[src/rtl/world_pkg.sv]
// Shared types and helpers for the grid-world engine: headings, cell codes and
// neighbour arithmetic on 1-based grid coordinates.
package world_pkg;

  typedef enum logic [1:0] {
    NORTH = 2'b00,
    SOUTH = 2'b01,
    EAST  = 2'b10,
    WEST  = 2'b11
  } orient_t;

  localparam logic [2:0] CELL_FREE  = 3'd0;
  localparam logic [2:0] CELL_WALL  = 3'd1;
  localparam logic [2:0] CELL_TRASH = 3'd2;
  localparam logic [2:0] CELL_DIRT  = 3'd7;

  typedef struct packed {
    logic       in_grid;
    logic [5:0] row;
    logic [5:0] col;
  } coord_t;

  function automatic orient_t turn_left(input orient_t o);
    orient_t r;
    case (o)
      NORTH:   r = WEST;
      WEST:    r = SOUTH;
      SOUTH:   r = EAST;
      default: r = NORTH;
    endcase
    return r;
  endfunction

  // Range tests use the current coordinate, so the wrapped value is never trusted
  function automatic coord_t neighbour(input logic [5:0] row, input logic [5:0] col,
                                       input orient_t dir, input int rows, input int cols);
    coord_t n;
    n.in_grid = 1'b0;
    n.row     = row;
    n.col     = col;
    case (dir)
      NORTH:   begin n.in_grid = (row > 6'd1);        n.row = row - 6'd1; end
      SOUTH:   begin n.in_grid = (int'(row) < rows);  n.row = row + 6'd1; end
      EAST:    begin n.in_grid = (int'(col) < cols);  n.col = col + 6'd1; end
      default: begin n.in_grid = (col > 6'd1);        n.col = col - 6'd1; end
    endcase
    return n;
  endfunction

  function automatic int cell_index(input logic [5:0] row, input logic [5:0] col, input int cols);
    return (int'(row) - 1) * cols + int'(col) - 1;
  endfunction

endpackage

[src/rtl/world_sensors.sv]
// Combinational sensor view of the robot: turns the pose into three map
// addresses and turns the three cells read back into the four sensor bits.
module world_sensors
  import world_pkg::*;
#(
  parameter int ROWS   = 10,
  parameter int COLS   = 20,
  parameter int ADDR_W = 8
) (
  input  logic [5:0]        row,
  input  logic [5:0]        col,
  input  orient_t           orient,
  input  logic [2:0]        cell_here,
  input  logic [2:0]        cell_ahead,
  input  logic [2:0]        cell_left,
  output logic [ADDR_W-1:0] addr_here,
  output logic [ADDR_W-1:0] addr_ahead,
  output logic [ADDR_W-1:0] addr_left,
  output logic              head,
  output logic              left,
  output logic              under,
  output logic              barrier
);

  coord_t ahead_pos;
  coord_t left_pos;

  // Off-grid neighbours read cell 0; their value is masked by the in-grid flag
  always_comb begin
    ahead_pos  = neighbour(row, col, orient, ROWS, COLS);
    left_pos   = neighbour(row, col, turn_left(orient), ROWS, COLS);
    addr_here  = ADDR_W'(cell_index(row, col, COLS));
    addr_ahead = ahead_pos.in_grid ? ADDR_W'(cell_index(ahead_pos.row, ahead_pos.col, COLS)) : '0;
    addr_left  = left_pos.in_grid ? ADDR_W'(cell_index(left_pos.row, left_pos.col, COLS)) : '0;
    head       = !ahead_pos.in_grid || (cell_ahead == CELL_WALL);
    left       = !left_pos.in_grid || (cell_left == CELL_WALL);
    under      = (cell_here == CELL_DIRT);
    barrier    = ahead_pos.in_grid && (cell_ahead == CELL_TRASH);
  end

endmodule

[src/rtl/world_engine.sv]
// Grid-world engine: owns the cell map and robot pose, paces the robot with a
// one-cycle tick per step and applies its moves and trash removals.
module world_engine
  import world_pkg::*;
#(
  parameter int ROWS         = 10,
  parameter int COLS         = 20,
  parameter int STEP_DIV     = 4,
  parameter int REMOVE_STEPS = 3,
  parameter int ADDR_W       = (ROWS * COLS > 1) ? $clog2(ROWS * COLS) : 1
) (
  input  logic              clock,
  input  logic              reset,
  input  logic              wr_en,
  input  logic [ADDR_W-1:0] wr_addr,
  input  logic [2:0]        wr_data,
  input  logic              start,
  input  logic [5:0]        start_row,
  input  logic [5:0]        start_col,
  input  logic [1:0]        start_orient,
  input  logic              stop,
  input  logic              front,
  input  logic              turn,
  input  logic              remove,
  output logic              head,
  output logic              left,
  output logic              under,
  output logic              barrier,
  output logic              robot_tick,
  output logic [5:0]        robot_row,
  output logic [5:0]        robot_column,
  output logic [1:0]        robot_orientation,
  input  logic [ADDR_W-1:0] rd_addr,
  output logic [2:0]        rd_data,
  output logic [7:0]        removed_count,
  output logic              running,
  output logic              error
);

  localparam int CELLS    = ROWS * COLS;
  localparam int HOLD_W   = $clog2(STEP_DIV);
  localparam int STREAK_W = $clog2(REMOVE_STEPS + 1);

  typedef enum logic [2:0] {IDLE, SENSE, TICK, APPLY, HOLD} state_t;

  state_t              state;
  orient_t             orient;
  logic [HOLD_W-1:0]   hold_cnt;
  logic [STREAK_W-1:0] streak;
  logic [2:0]          map_mem [CELLS];
  logic [ADDR_W-1:0]   addr_here, addr_ahead, addr_left;
  logic                sense_head, sense_left, sense_under, sense_barrier;
  logic                map_we;
  logic [ADDR_W-1:0]   map_waddr;
  logic [2:0]          map_wdata;
  logic                start_ok;
  logic                clear_now;
  coord_t              ahead_pos;

  world_sensors #(.ROWS(ROWS), .COLS(COLS), .ADDR_W(ADDR_W)) u_sensors (
    .row       (robot_row),
    .col       (robot_column),
    .orient    (orient),
    .cell_here (map_mem[addr_here]),
    .cell_ahead(map_mem[addr_ahead]),
    .cell_left (map_mem[addr_left]),
    .addr_here (addr_here),
    .addr_ahead(addr_ahead),
    .addr_left (addr_left),
    .head      (sense_head),
    .left      (sense_left),
    .under     (sense_under),
    .barrier   (sense_barrier)
  );

  assign running           = (state != IDLE);
  assign robot_orientation = orient;
  assign ahead_pos         = neighbour(robot_row, robot_column, orient, ROWS, COLS);
  assign start_ok          = (start_row != 6'd0) && (int'(start_row) <= ROWS) &&
                             (start_col != 6'd0) && (int'(start_col) <= COLS);
  assign clear_now         = (state == APPLY) && !stop && remove && barrier &&
                             (streak == STREAK_W'(REMOVE_STEPS - 1));

  // The single map write port is shared by the IDLE loader and trash clearing
  always_comb begin
    map_we    = 1'b0;
    map_waddr = wr_addr;
    map_wdata = wr_data;
    if (state == IDLE) begin
      map_we = wr_en && (int'(wr_addr) < CELLS);
    end else if (clear_now) begin
      map_we    = 1'b1;
      map_waddr = addr_ahead;
      map_wdata = CELL_FREE;
    end
  end

  always_ff @(posedge clock) begin
    if (map_we) map_mem[map_waddr] <= map_wdata;
  end

  always_ff @(posedge clock or posedge reset) begin
    if (reset) rd_data <= CELL_FREE;
    else       rd_data <= (int'(rd_addr) < CELLS) ? map_mem[rd_addr] : CELL_FREE;
  end

  always_ff @(posedge clock or posedge reset) begin
    if (reset) begin
      state         <= IDLE;
      robot_row     <= 6'd1;
      robot_column  <= 6'd1;
      orient        <= NORTH;
      head          <= 1'b0;
      left          <= 1'b0;
      under         <= 1'b0;
      barrier       <= 1'b0;
      robot_tick    <= 1'b0;
      removed_count <= 8'd0;
      streak        <= '0;
      hold_cnt      <= '0;
      error         <= 1'b0;
    end else begin
      robot_tick <= 1'b0;
      if (state == IDLE) begin
        if (start) begin
          if (start_ok) begin
            robot_row    <= start_row;
            robot_column <= start_col;
            orient       <= orient_t'(start_orient);
            error        <= 1'b0;
            state        <= SENSE;
          end else begin
            error <= 1'b1;
          end
        end
      end else if (stop) begin
        state <= IDLE;
      end else begin
        case (state)
          SENSE: begin
            head       <= sense_head;
            left       <= sense_left;
            under      <= sense_under;
            barrier    <= sense_barrier;
            robot_tick <= 1'b1;
            state      <= TICK;
          end
          TICK: state <= APPLY;
          APPLY: begin
            if (remove) begin
              if (!barrier) begin
                streak <= '0;
              end else if (clear_now) begin
                streak <= '0;
                if (removed_count != 8'hFF) removed_count <= removed_count + 8'd1;
              end else begin
                streak <= streak + 1'b1;
              end
            end else begin
              streak <= '0;
              if (front) begin
                if (head || !ahead_pos.in_grid) begin
                  error <= 1'b1;
                end else begin
                  robot_row    <= ahead_pos.row;
                  robot_column <= ahead_pos.col;
                end
              end else if (turn) begin
                orient <= turn_left(orient);
              end
            end
            if (STEP_DIV == 3) begin
              state <= SENSE;
            end else begin
              hold_cnt <= HOLD_W'(STEP_DIV - 4);
              state    <= HOLD;
            end
          end
          HOLD: begin
            if (hold_cnt == '0) state <= SENSE;
            else                hold_cnt <= hold_cnt - 1'b1;
          end
          default: state <= IDLE;
        endcase
      end
    end
  end

endmodule

[config.mk]
export PLATFORM = sky130hd
export DESIGN_NAME = world_engine
export DESIGN_NICKNAME = d
export VERILOG_FILES = /design/src/rtl/world_pkg.sv /design/src/rtl/world_sensors.sv /design/src/rtl/world_engine.sv
export SDC_FILE = /design/constraint.sdc
export NUM_CORES = 2
export LEC_CHECK = 0
export CORE_ASPECT_RATIO = 0.75
export CORE_UTILIZATION = 50
export DETAILED_ROUTE_END_ITERATION = 6
export HOLD_SLACK_MARGIN = 0.12
export MAX_ROUTING_LAYER = met4
export PLACE_DENSITY = 0.69
export SYNTH_ARGS = -nofsm -noshare
export SYNTH_HDL_FRONTEND = slang
export SYNTH_SLANG_ARGS = --single-unit
[constraint.sdc]
create_clock -name clock -period 6.35 [get_ports clock]
set_clock_uncertainty 0.1 [all_clocks]
set_input_delay 1.5875 -clock clock [delete_from_list [all_inputs] [get_ports clock]]
set_output_delay 1.5875 -clock clock [all_outputs]
set_load 0.05 [all_outputs]
==> impl_metrics.toml <==
[clock_network]
cts.clk_slew.worst_paths_ns = 0.07
cts_tree = "yes"
cts_root_buf = "clkbuf_16"
clk_latency_ns = 0.65
clkSinkCount = 638
h-tree-depth = 3
cts_buffer_depth = 3
cts_inserted_buffers = 68

[synth]
ys_top_cells_by_area = "edfxtp_1 42%, mux4_2 14%, nand2_1 5.7%"
synth_top_area_share_pct = 42.0
synthesis.nets = 4206
synthFlopType = "edfxtp_1"
syn_inst = 4101
synth_cell_type_count = 97
synth_edf_count = 600
synth_seq_cells = 638
yosys_warnings = 0
async_flop_share_pct = 5.96
syn_avg_cell_area_um2 = 10.5
ys_top_cells_by_count = "655 x nand2_1, 600 x edfxtp_1, 378 x nor2_1"
yosysTopAreaCell = "edfxtp_1"
ys_seq_area_share_pct = 44.2
syn-cell-area_um2 = 42900
synth.most_common_cell = "nand2_1"

[run_status]
status = "finished, violations left"
failed_checks = "DRC"

[finish]
syn2layout_area_growth_pct = 12.6
nets = 4268
stdcell_area_um2 = 48300
drive_above_1_share_pct = 17.1
final_util_pct = 57.2

[place]
dpl_cell_area_um2 = 46000
pre_cts_slack_ns = 0.179
gp_congestion = 1.10
hpwl_mm = 149
place.port_buffers = 72

[global_routing]
antenna_found_initial = 26
grt-ovfl-total = 0
grt_use_total_pct = 49.6
grt_max_degree = 139
grt_pass1_vias = 37200
grt_first_pass_wirelength_mm = 295

[floorplan]
die_h_um = 256
io-pin-count = 73
dieArea_um2 = 87000
coreArea_um2 = 84500
rows = 92
start_util_pct = 50.8
die_w_um = 340

[flow_run]
maxCapViolations = 0

[setup_path]
start_kind = "register"
crit_arrival_ns = 6.74
required_ns = 6.81
end_kind = "register"
slowest_delay_ns = 0.97
crit_top_cell = "buf_4"
crit_chain = "buf_4, xnor2_4, inv_8, ha_2, fa_4, nor2_1, buf_4, nor3_4, buf_4, a21oi_1, o21ai_0, a311oi_1, or2_0, o41ai_2"
worstPathMaxFanout = 30
crit_slowest_cell = "fa_4"
path_class = "register to register"

[sta]
grt_setup_unrepaired = "yes"
finalHoldViolations = 0
worstMarginPinSlew_ns = 1.25
finalSetupViolations = 0
post-route-min-period_ns = 6.29
fin_crit_sh_pct = 99.0
slew_viol_final = 0
max_slew_margin_pct = 16.1
max_freq_mhz = 159
fin_ws_ns = 0.0638

[route]
wl_mm = 213
drt_first_iter_violations = 9087
drtAntennaViolNets = 0
first_pass_iters = 7
wire_per_inst_um = 39.6
vias = 41300
drc = 14
routed_via_density = 7.68

[hold_path]
hold_path.class = "register to register"
-- worst paths after layout --
check / startpoint / depth (start not counted) / to / slack (ns)
worst max register to register: robot_column[0] / 14 / barrier / 0.06
max in group asynchronous: reset / 2 / rd_data[0] / 4.08
min in group asynchronous: reset / 2 / barrier / 1.40
worst min register to register: hold_cnt[0] / 1 / hold_cnt[0] / 0.39
worst max-delay path: robot_column[0] / 14 / barrier / 0.06
worst min-delay path: hold_cnt[0] / 1 / hold_cnt[0] / 0.39
-- repair_timing --
action                     4_1_cts  5_1_grt
hold buffers                     0        0
gates resized for setup          0       11
setup endpoints to repair        0      331
setup buffers                    0        0
-- flip-flops by register name, indices dropped and copies added (netlist names) --
name / flops
head: 1
robot_column: 6
streak: 2
barrier: 1
rd_data: 3
map_mem: 600
robot_tick: 1
robot_orientation: 2
error: 1
state: 3
left: 1
robot_row: 6
under: 1
hold_cnt: 2
removed_count: 8
-- critical path: cells and delay by family, from the launching register on --
family | cells | cell delay, ns
adder cells (fa/ha/maj) | 2 | 1.27
flip-flops | 1 | 0.48
AND/OR/NAND/NOR | 3 | 0.97
buffers and inverters | 4 | 1.12
XOR/XNOR | 1 | 0.67
AO/OA/AOI/OAI | 4 | 1.55
-- layer usage --
| metal | track usage, % | up-vias | routed length, µm |
|---|---|---|---|
| li1 | - | 16100 | - |
| met1 | 67.7 | 20100 | 80000 |
| met2 | 59.5 | 4375 | 78600 |
| met3 | 25.9 | 776 | 42400 |
| met4 | 22.1 | 0 | 11800 |
| met5 | - | - | 0 |
-- stage by stage --
step                      instances  hold slack [ns]  setup TNS (ns)
after global placement         5221            0.379               0
final                          5377            0.395               0
after CTS                      5344            0.400               0
after global routing           5370            0.430          -0.790
after detailed placement       5221            0.392               0
after floorplan                4101            0.359               0
-- final cells by class --
| cell class | count | area [µm²] |
|---|---|---|
| multi-input cells | 3045 | 22300 |
| well taps | 1128 | 1410 |
| clock buffers | 88 | 1810 |
| inverters | 76 | 293 |
| diodes | 33 | 82.6 |
| clock inverters | 35 | 383 |
| repair buffers | 334 | 3000 |
| flip-flops and latches | 638 | 19000 |
| fillers | 7235 | 36200 |
-- layout by cell type, fill, tap and decap left out, types with 18 or more instances in the layout --
cell               n
nand2_1          652
edfxtp_1         600
nor2_1           373
mux4_2           261
buf_4            238
a21oi_1          215
o21ai_0          213
nand3_1          195
mux2i_1          147
a31oi_1           96
nor3_1            78
o211ai_1          76
inv_1             71
clkbuf_16         69
clkdlybuf4s50_1   68
nand4_1           56
ha_1              54
xnor2_1           40
dfrtp_1           36
diode_2           33
a211oi_1          33
a221oi_1          31
and3_1            30
o221ai_1          29
o22ai_1           28
a311oi_1          27
buf_12            25
a22oi_1           22
mux2_2            20
o311ai_0          19
o31ai_1           18
clkbuf_1          18
-- cell families (layout without fill, tap and decap cells) --
kind of cell | after synthesis | in the layout | share of synthesized area (%)
AND/OR/NAND/NOR | 1508 | 1508 | 15.4
AO/OA/AOI/OAI | 993 | 993 | 15.4
flip-flops | 638 | 638 | 44.2
multiplexers | 428 | 428 | 17.7
buffers and inverters | 418 | 533 | 4.18
adder cells (fa/ha/maj) | 64 | 64 | 1.97
XOR/XNOR | 52 | 52 | 1.08
other | 0 | 33 | 0
Power is left out: the tool's default activity adds up to more than one toggle a clock period on the data nets, which glitch-free logic cannot reach.
